===== config.mk =====
export PLATFORM = sky130hd
export DESIGN_NAME = comparator_core_flat
export DESIGN_NICKNAME = d
export VERILOG_FILES = /design/src/rtl/cmp_pkg.sv /design/src/rtl/comparator_core_if.sv /design/src/rtl/cmp_slice.sv /design/src/rtl/comparator_core.sv /design/src/flat_wrapper.sv
export SDC_FILE = /design/constraint.sdc
export NUM_CORES = 1
export LEC_CHECK = 0
export CORE_AREA = 2 2 39 41
export DETAILED_ROUTE_END_ITERATION = 8
export DIE_AREA = 0 0 41 43
export PLACE_DENSITY = 0.68
export REMOVE_ABC_BUFFERS = 1
export SLEW_MARGIN = 0
export SYNTH_ARGS = -nofsm -noshare
export SYNTH_HDL_FRONTEND = slang
export SYNTH_SLANG_ARGS = --single-unit

===== constraint.sdc =====
create_clock -name clk -period 4.3 [get_ports clk]
set_input_delay 0.86 -clock clk [delete_from_list [all_inputs] [get_ports clk]]
set_output_delay 0.86 -clock clk [all_outputs]
set_load 0.05 [all_outputs]

===== src/rtl/cmp_pkg.sv =====
// Shared types for the comparator: the 2-bit compare result encoding and
// its decode into the {z, lt, gt} flag triple.
package cmp_pkg;

  typedef enum logic [1:0] {
    CMP_EQ = 2'b00,
    CMP_LT = 2'b01,
    CMP_GT = 2'b10
  } cmp_res_t;

  // Returns {z, lt, gt}; the unused 2'b11 code decodes as equal.
  function automatic logic [2:0] cmp_decode(input cmp_res_t r);
    case (r)
      CMP_LT:  return 3'b010;
      CMP_GT:  return 3'b001;
      default: return 3'b100;
    endcase
  endfunction

endpackage


===== src/rtl/comparator_core_if.sv =====
// Operand/result bundle for comparator_core: the master drives operands,
// the slave (the comparator) returns the registered flags.
interface comparator_core_if #(
  parameter int WIDTH = 4
);
  logic             in_valid;
  logic             is_signed;
  logic [WIDTH-1:0] x;
  logic [WIDTH-1:0] y;
  logic             out_valid;
  logic             z;
  logic             lt;
  logic             gt;

  modport master (
    output in_valid, is_signed, x, y,
    input  out_valid, z, lt, gt
  );

  modport slave (
    input  in_valid, is_signed, x, y,
    output out_valid, z, lt, gt
  );
endinterface


===== src/rtl/cmp_slice.sv =====
// One-bit compare cell. With i_inv set, the lt/gt sense is swapped so that a
// set sign bit ranks as the smaller operand.
module cmp_slice (
  input  logic i_a,
  input  logic i_b,
  input  logic i_inv,
  output logic o_eq,
  output logic o_lt,
  output logic o_gt
);
  logic w_a_lo;
  logic w_a_hi;

  assign w_a_lo = ~i_a & i_b;
  assign w_a_hi = i_a & ~i_b;

  assign o_eq = ~(i_a ^ i_b);
  assign o_lt = i_inv ? w_a_hi : w_a_lo;
  assign o_gt = i_inv ? w_a_lo : w_a_hi;
endmodule


===== src/rtl/comparator_core.sv =====
// Registered magnitude/equality comparator: per-bit slices chained MSB-first
// feed a single output register stage with a valid qualifier.
module comparator_core
  import cmp_pkg::*;
#(
  parameter int WIDTH     = 4,
  parameter bit SIGNED_EN = 1'b1
) (
  input  logic              clk,
  input  logic              rst_n,
  comparator_core_if.slave  bus
);

  logic       w_signed;
  cmp_res_t   w_chain [WIDTH:0];
  logic [2:0] w_flags;

  logic       r_valid;
  logic       r_z;
  logic       r_lt;
  logic       r_gt;

  assign w_signed   = SIGNED_EN && bus.is_signed;
  assign w_chain[0] = CMP_EQ;

  // Each higher bit overrides the verdict of the bits below it unless equal.
  for (genvar gi = 0; gi < WIDTH; gi++) begin : g_slice
    logic w_eq;
    logic w_lt;
    logic w_gt;

    cmp_slice u_slice (
      .i_a   (bus.x[gi]),
      .i_b   (bus.y[gi]),
      .i_inv ((gi == WIDTH - 1) ? w_signed : 1'b0),
      .o_eq  (w_eq),
      .o_lt  (w_lt),
      .o_gt  (w_gt)
    );

    assign w_chain[gi+1] = w_eq ? w_chain[gi] :
                           w_lt ? CMP_LT      :
                           w_gt ? CMP_GT      : w_chain[gi];
  end

  assign w_flags = cmp_decode(w_chain[WIDTH]);

  always_ff @(posedge clk) begin
    if (!rst_n) begin
      r_valid <= 1'b0;
      r_z     <= 1'b0;
      r_lt    <= 1'b0;
      r_gt    <= 1'b0;
    end else begin
      r_valid <= bus.in_valid;
      if (bus.in_valid) begin
        r_z  <= w_flags[2];
        r_lt <= w_flags[1];
        r_gt <= w_flags[0];
      end
    end
  end

  assign bus.out_valid = r_valid;
  assign bus.z         = r_z;
  assign bus.lt        = r_lt;
  assign bus.gt        = r_gt;

endmodule


===== src/flat_wrapper.sv =====
// flat-port wrapper written by rule: the top's interface ports become plain ports
module comparator_core_flat import cmp_pkg::*;
#(
  parameter int WIDTH     = 4,
  parameter bit SIGNED_EN = 1'b1
)
  (clk, rst_n, bus_in_valid, bus_is_signed, bus_x, bus_y, bus_out_valid, bus_z, bus_lt, bus_gt);
  comparator_core_if #(.WIDTH(WIDTH)) bus_i ();
  input  logic clk;
  input  logic rst_n;
  input wire logic [$bits(bus_i.in_valid)-1:0] bus_in_valid;
  input wire logic [$bits(bus_i.is_signed)-1:0] bus_is_signed;
  input wire logic [$bits(bus_i.x)-1:0] bus_x;
  input wire logic [$bits(bus_i.y)-1:0] bus_y;
  output wire logic [$bits(bus_i.out_valid)-1:0] bus_out_valid;
  output wire logic [$bits(bus_i.z)-1:0] bus_z;
  output wire logic [$bits(bus_i.lt)-1:0] bus_lt;
  output wire logic [$bits(bus_i.gt)-1:0] bus_gt;
  assign bus_i.in_valid = bus_in_valid;
  assign bus_i.is_signed = bus_is_signed;
  assign bus_i.x = bus_x;
  assign bus_i.y = bus_y;
  assign bus_out_valid = bus_i.out_valid;
  assign bus_z = bus_i.z;
  assign bus_lt = bus_i.lt;
  assign bus_gt = bus_i.gt;
  comparator_core #(.WIDTH(WIDTH), .SIGNED_EN(SIGNED_EN)) u_core (.clk(clk), .rst_n(rst_n), .bus(bus_i));
endmodule

==> run_results.csv, run 1 <==
group,metric,value,unit
synthesis,synthArstFlopShare,0,%
timing,finalHoldViolCount,0,
critical_path,start_kind,"input port",
critical_path,cp_slowest_stage_delay,0.48,ns
timing,rsz0062_at_grt,"no",
critical_path,slowest_stage,"clkdlybuf4s50_1",
timing,finalSetupTns,0,ns
die,die_y,43,µm
synthesis,yosysTopAreaCell,"ha_1",
grt,grt_use_total,8.93,%
die,core_area,1380,µm²
timing,setup_viol,0,
grt,overflow,0,
clocking,cts_buffer_depth,2,
critical_path,path_class,"in -> reg",
power_and_ir_drop,power_density,261,nW/µm²
clocking,post-cts-setup-buffer-count,0,
synthesis,yosys_warnings,0,
run_status,status,"complete, no violations",
clocking,ctsHoldBuffers,0,
finish,fin_area,553,µm²
synthesis,yosysSeqAreaShare,22.2,%
timing,final.period_utilization,57.1,%
synthesis,yosys_register_bits,4,
critical_path,crit_required,4.42,ns
power_and_ir_drop,ir_worst_vdd,0.151,mV
finish,ff_latch_area,80.1,µm²
placement,gp_congestion,0.672,
synthesis,synthCells,38,
die,io_pins,16,
synthesis,synth_area,360,µm²
finish,fillers,151,
synthesis,synth_cell_types,15,
job,maxCapViolations,0,
clocking,cts_resized,0,
timing,relSlewSlack,66.8,%
timing,worst_pin_slew,0.497,ns
hold_path,hp-class,"reg -> reg",
drt,wirelength,611,µm
grt,grt_pass1_vias,287,
timing,skew,0,ns
critical_path,worst_path_most_repeated_cell,"ha_1",
die,die_area,1760,µm²
clocking,clock_latency,0.24,ns
timing,max_freq,0.407,GHz
drt,antenna_left,0,
clocking,cts_buffers,3,
clocking,htreeDepth,1,
power_and_ir_drop,leakagePower,0.278,nW
synthesis,synth-edff-count,0,
die,rows,14,
drt,drcViolationCount,0,
finish,nets,78,
clocking,path_clk_slew,0.04,ns
power_and_ir_drop,p_total,144,µW
drt,vias,314,
placement,hpwl,516,µm
clocking,clkSinkCount,4,
synthesis,synthTopCellsByCount,"ha_1 (8), inv_1 (6), dfxtp_1 (4), mux2i_1 (4)",
finish,multi_input_area,258,µm²
synthesis,synth_area_leaders,"ha_1 (28%), dfxtp_1 (22%), mux2i_1 (11%)",
critical_path,critPathBufInv,2,
critical_path,path_cells,"clkdlybuf4s50_1 > inv_1 > ha_1 > and3b_1 > o21ai_1 > a21oi_1 > ha_1 > mux2i_1 > nor2b_1",
synthesis,synthFlopType,"dfxtp_1",
synthesis,synth_top_area_share,27.8,%
clocking,cts-root-buf,"clkbuf_4",
finish,instances_no_fill,72,
die,fp.dieW,41,µm
synthesis,yosysMostFrequentCell,"ha_1",
synthesis,avgSynthCellArea,9.48,µm²
placement,dp_cells,69,
drt,routedWlPerCell,8.49,µm
critical_path,cpLargestDelayFamily,"adder cells",
grt,antenna_found_initial,0,
finish,n_antenna_cell,0,
placement,port_buffers,15,
placement,place_area,531,µm²
drt,viasPerCell,4.36,
clocking,cts_tree,"yes",
grt,grt_pass1_wl,1.04,mm
finish,drive_gt1_share,8.93,%
critical_path,arrival,2.58,ns
timing,min_period,2.46,ns
critical_path,cp_max_fo,2,
die,start_util,26.0,%
drt,drt_first_pass_iters,1,
critical_path,endpoint_kind,"flop",
finish,syn_to_final_growth,53.5,%
drt,drtIter0Drc,0,
timing,slew_viol_final,0,
grt,grt_max_degree,5,
[cell type report]
class	count	share of cell area, %
multi-input combinational	28	46.6
sequential	4	14.5
inverter	6	4.07
timing repair buffer	15	27.1
clock buffer	3	4.07
tap	16	3.62
[metrics by stage]
stage	hold WS, ns	setup WS (ns)	util [%]
2_1_floorplan	0.743	2.18	-
3_3_place_gp	0.499	1.61	38.3
3_5_place_dp	0.508	1.58	38.3
4_1_cts	0.517	1.83	40.0
5_1_grt	0.533	1.68	40.0
6_report	0.510	1.84	40.0
[kinds of logic after synthesis]
group	Yosys count	synth area share [%]
and+or+nand+nor	9	17.7
buffers and inverters	6	6.25
DFF	4	22.2
adders and majority gates	8	27.8
AOI/OAI and AO/OA	7	14.9
muxes	4	11.1
[flip-flops by register name (all words and copies together) (netlist names)]
register,flops
u_core.bus.gt,1
u_core.bus.lt,1
u_core.bus.out_valid,1
u_core.bus.z,1
[tightest hold or removal path, delay by kind of cell, from the launching register on]
kind	cells	cell delay, ns
simple gates	1	0.09
mux	1	0.06
flops	1	0.31
[power breakdown]
part	internal [mW]	switching [mW]	leakage, nW
combinational	0.0286	0.0271	0.231
sequential	0.0405	0.00126	0.0329
clock	0.0312	0.0154	0.0138
[final timing paths]
check	from	endpoint	slack, ns	cells after the start
hold reg to reg	u_core.bus.lt$_SDFFE_PN0P_	u_core.bus.lt$_SDFFE_PN0P_	0.51	2
hold / removal	u_core.bus.lt$_SDFFE_PN0P_	u_core.bus.lt$_SDFFE_PN0P_	0.51	2
setup reg to reg	u_core.bus.gt$_SDFFE_PN0P_	u_core.bus.gt$_SDFFE_PN0P_	3.72	2
setup / recovery	bus_y[1]	u_core.bus.z$_SDFFE_PN0P_	1.84	9
[metal layers]
layer  vias up  track usage [%]  wire [µm]
li1        165                -          -
met1       140             10.6        263
met2         9             11.9        303
met3         0             6.28         45
met4         0             4.00          0
met5         -                0          0
[layout by cell type (no fill, tap or decap), types with 2 or more instances in the layout]
master           count
clkbuf_4             3
clkdlybuf4s50_1     15
a21oi_1              3
inv_1                6
mux2i_1              4
ha_1                 8
a21o_1               2
dfxtp_1              4
nor2b_1              3
Note: power is estimated with default switching activity, not from simulation.
==> run 2, diff against run 1 <==
- clock period: 4.3 -> 2.45 ns (I/O delays scaled with it)
==> run_results.csv, run 2 (synthesized netlist as in run 1, its figures left out) <==
group,metric,value,unit
drt,drtIter0Drc,4,
drt,wirelength,659,µm
clocking,post-cts-setup-buffer-count,0,
finish,nets,78,
timing,worst_pin_slew,0.492,ns
hold_path,hp-class,"reg -> reg",
grt,grt_use_total,9.73,%
finish,fillers,138,
drt,routedWlPerCell,9.15,µm
drt,drt_first_pass_iters,4,
clocking,cts_buffers,3,
timing,skew,0,ns
placement,gp_congestion,0.669,
clocking,cts_resized,0,
critical_path,cp_max_fo,3,
power_and_ir_drop,ir_worst_vdd,0.200,mV
critical_path,slowest_stage,"clkdlybuf4s50_1",
clocking,cts_buffer_depth,2,
drt,vias,310,
job,maxCapViolations,0,
critical_path,worst_path_most_repeated_cell,"ha_1",
timing,finalSetupTns,0,ns
critical_path,path_cells,"clkdlybuf4s50_1 > inv_1 > ha_1 > o21bai_4 > nor2b_4 > a21oi_1 > ha_1 > mux2i_1 > nor2b_1",
clocking,ctsHoldBuffers,0,
clocking,clkSinkCount,4,
timing,rsz0062_at_grt,"no",
clocking,cts-root-buf,"clkbuf_4",
power_and_ir_drop,leakagePower,0.278,nW
die,die_y,43,µm
critical_path,start_kind,"input port",
die,core_area,1380,µm²
timing,finalHoldViolCount,0,
clocking,clock_latency,0.24,ns
drt,viasPerCell,4.31,
timing,min_period,2.10,ns
grt,grt_max_degree,5,
timing,setup_viol,0,
finish,final_common_cell,"clkdlybuf4s50_1",
finish,n_antenna_cell,0,
critical_path,path_class,"in -> reg",
timing,relSlewSlack,67.1,%
critical_path,cpLargestDelayFamily,"adder cells",
critical_path,arrival,2.23,ns
grt,overflow,0,
drt,drcViolationCount,0,
die,die_area,1760,µm²
critical_path,critPathBufInv,2,
die,io_pins,16,
grt,grt_pass1_vias,284,
finish,final_util,40.0,%
die,start_util,26.0,%
timing,holdWs,0.515,ns
critical_path,cp_slowest_stage_delay,0.48,ns
clocking,htreeDepth,1,
timing,slew_viol_final,0,
placement,hpwl,553,µm
clocking,cts_tree,"yes",
clocking,path_clk_slew,0.03,ns
grt,grt_pass1_wl,1.11,mm
finish,drive_gt1_share,8.93,%
placement,port_buffers,15,
timing,final.period_utilization,85.8,%
finish,syn_to_final_growth,53.5,%
power_and_ir_drop,power_density,462,nW/µm²
critical_path,endpoint_kind,"flop",
critical_path,crit_required,2.57,ns
timing,max_freq,0.476,GHz
run_status,status,"complete, no violations",
finish,final_cell_mix,"clkdlybuf4s50_1 (15), ha_1 (8), inv_1 (6)",
timing,fin_ws,0.347,ns
die,rows,14,
placement,post-place-ws,0.103,ns
drt,antenna_left,0,
die,fp.dieW,41,µm
grt,antenna_found_initial,0,
-- run 2: stage by stage --
step,std cells,cell area [µm²],power (mW)
6_report,72,553,0.255
5_1_grt,72,553,0.274
4_1_cts,72,553,0.261
3_5_place_dp,69,531,0.176
3_3_place_gp,69,531,0.173
2_1_floorplan,38,360,0.135
-- run 2: cell type report --
| class | count | area (µm²) | share of cell area [%] |
|---|---|---|---|
| Clock buffer | 3 | 22.5 | 4.07 |
| Inverter | 6 | 22.5 | 4.07 |
| Multi-Input combinational cell | 28 | 258 | 46.6 |
| Sequential cell | 4 | 80.1 | 14.5 |
| Tap cell | 16 | 20.0 | 3.62 |
| Timing Repair Buffer | 15 | 150 | 27.1 |
-- run 2: tightest hold or removal path, delay by kind of cell, from the launching register on --
family           cells  cell delay [ns]
multiplexers         1             0.06
flip-flops           1             0.32
AND/OR/NAND/NOR      1             0.10
-- run 2: per-layer routing --
metal	routed length, µm	GRT usage (%)	vias up
met2	337	14.4	11
met5	0	0	-
met4	0	4.00	0
met1	284	10.6	136
met3	38	6.28	0
li1	-	-	163
-- run 2: power by group --
| part | internal (mW) | switching, mW |
|---|---|---|
| Clock | 0.0548 | 0.0271 |
| Sequential | 0.0711 | 0.00235 |
| Combinational | 0.0512 | 0.0489 |
| Total | 0.177 | 0.0783 |
-- run 2: path summary, 6_finish.rpt --
| path | from | to | slack, ns | depth (start not counted) |
|---|---|---|---|---|
| min reg2reg | u_core.bus.z$_SDFFE_PN0P_ | u_core.bus.z$_SDFFE_PN0P_ | 0.52 | 2 |
| max | bus_y[3] | u_core.bus.z$_SDFFE_PN0P_ | 0.35 | 9 |
| min | u_core.bus.z$_SDFFE_PN0P_ | u_core.bus.z$_SDFFE_PN0P_ | 0.52 | 2 |
| max reg2reg | u_core.bus.lt$_SDFFE_PN0P_ | u_core.bus.lt$_SDFFE_PN0P_ | 1.86 | 2 |
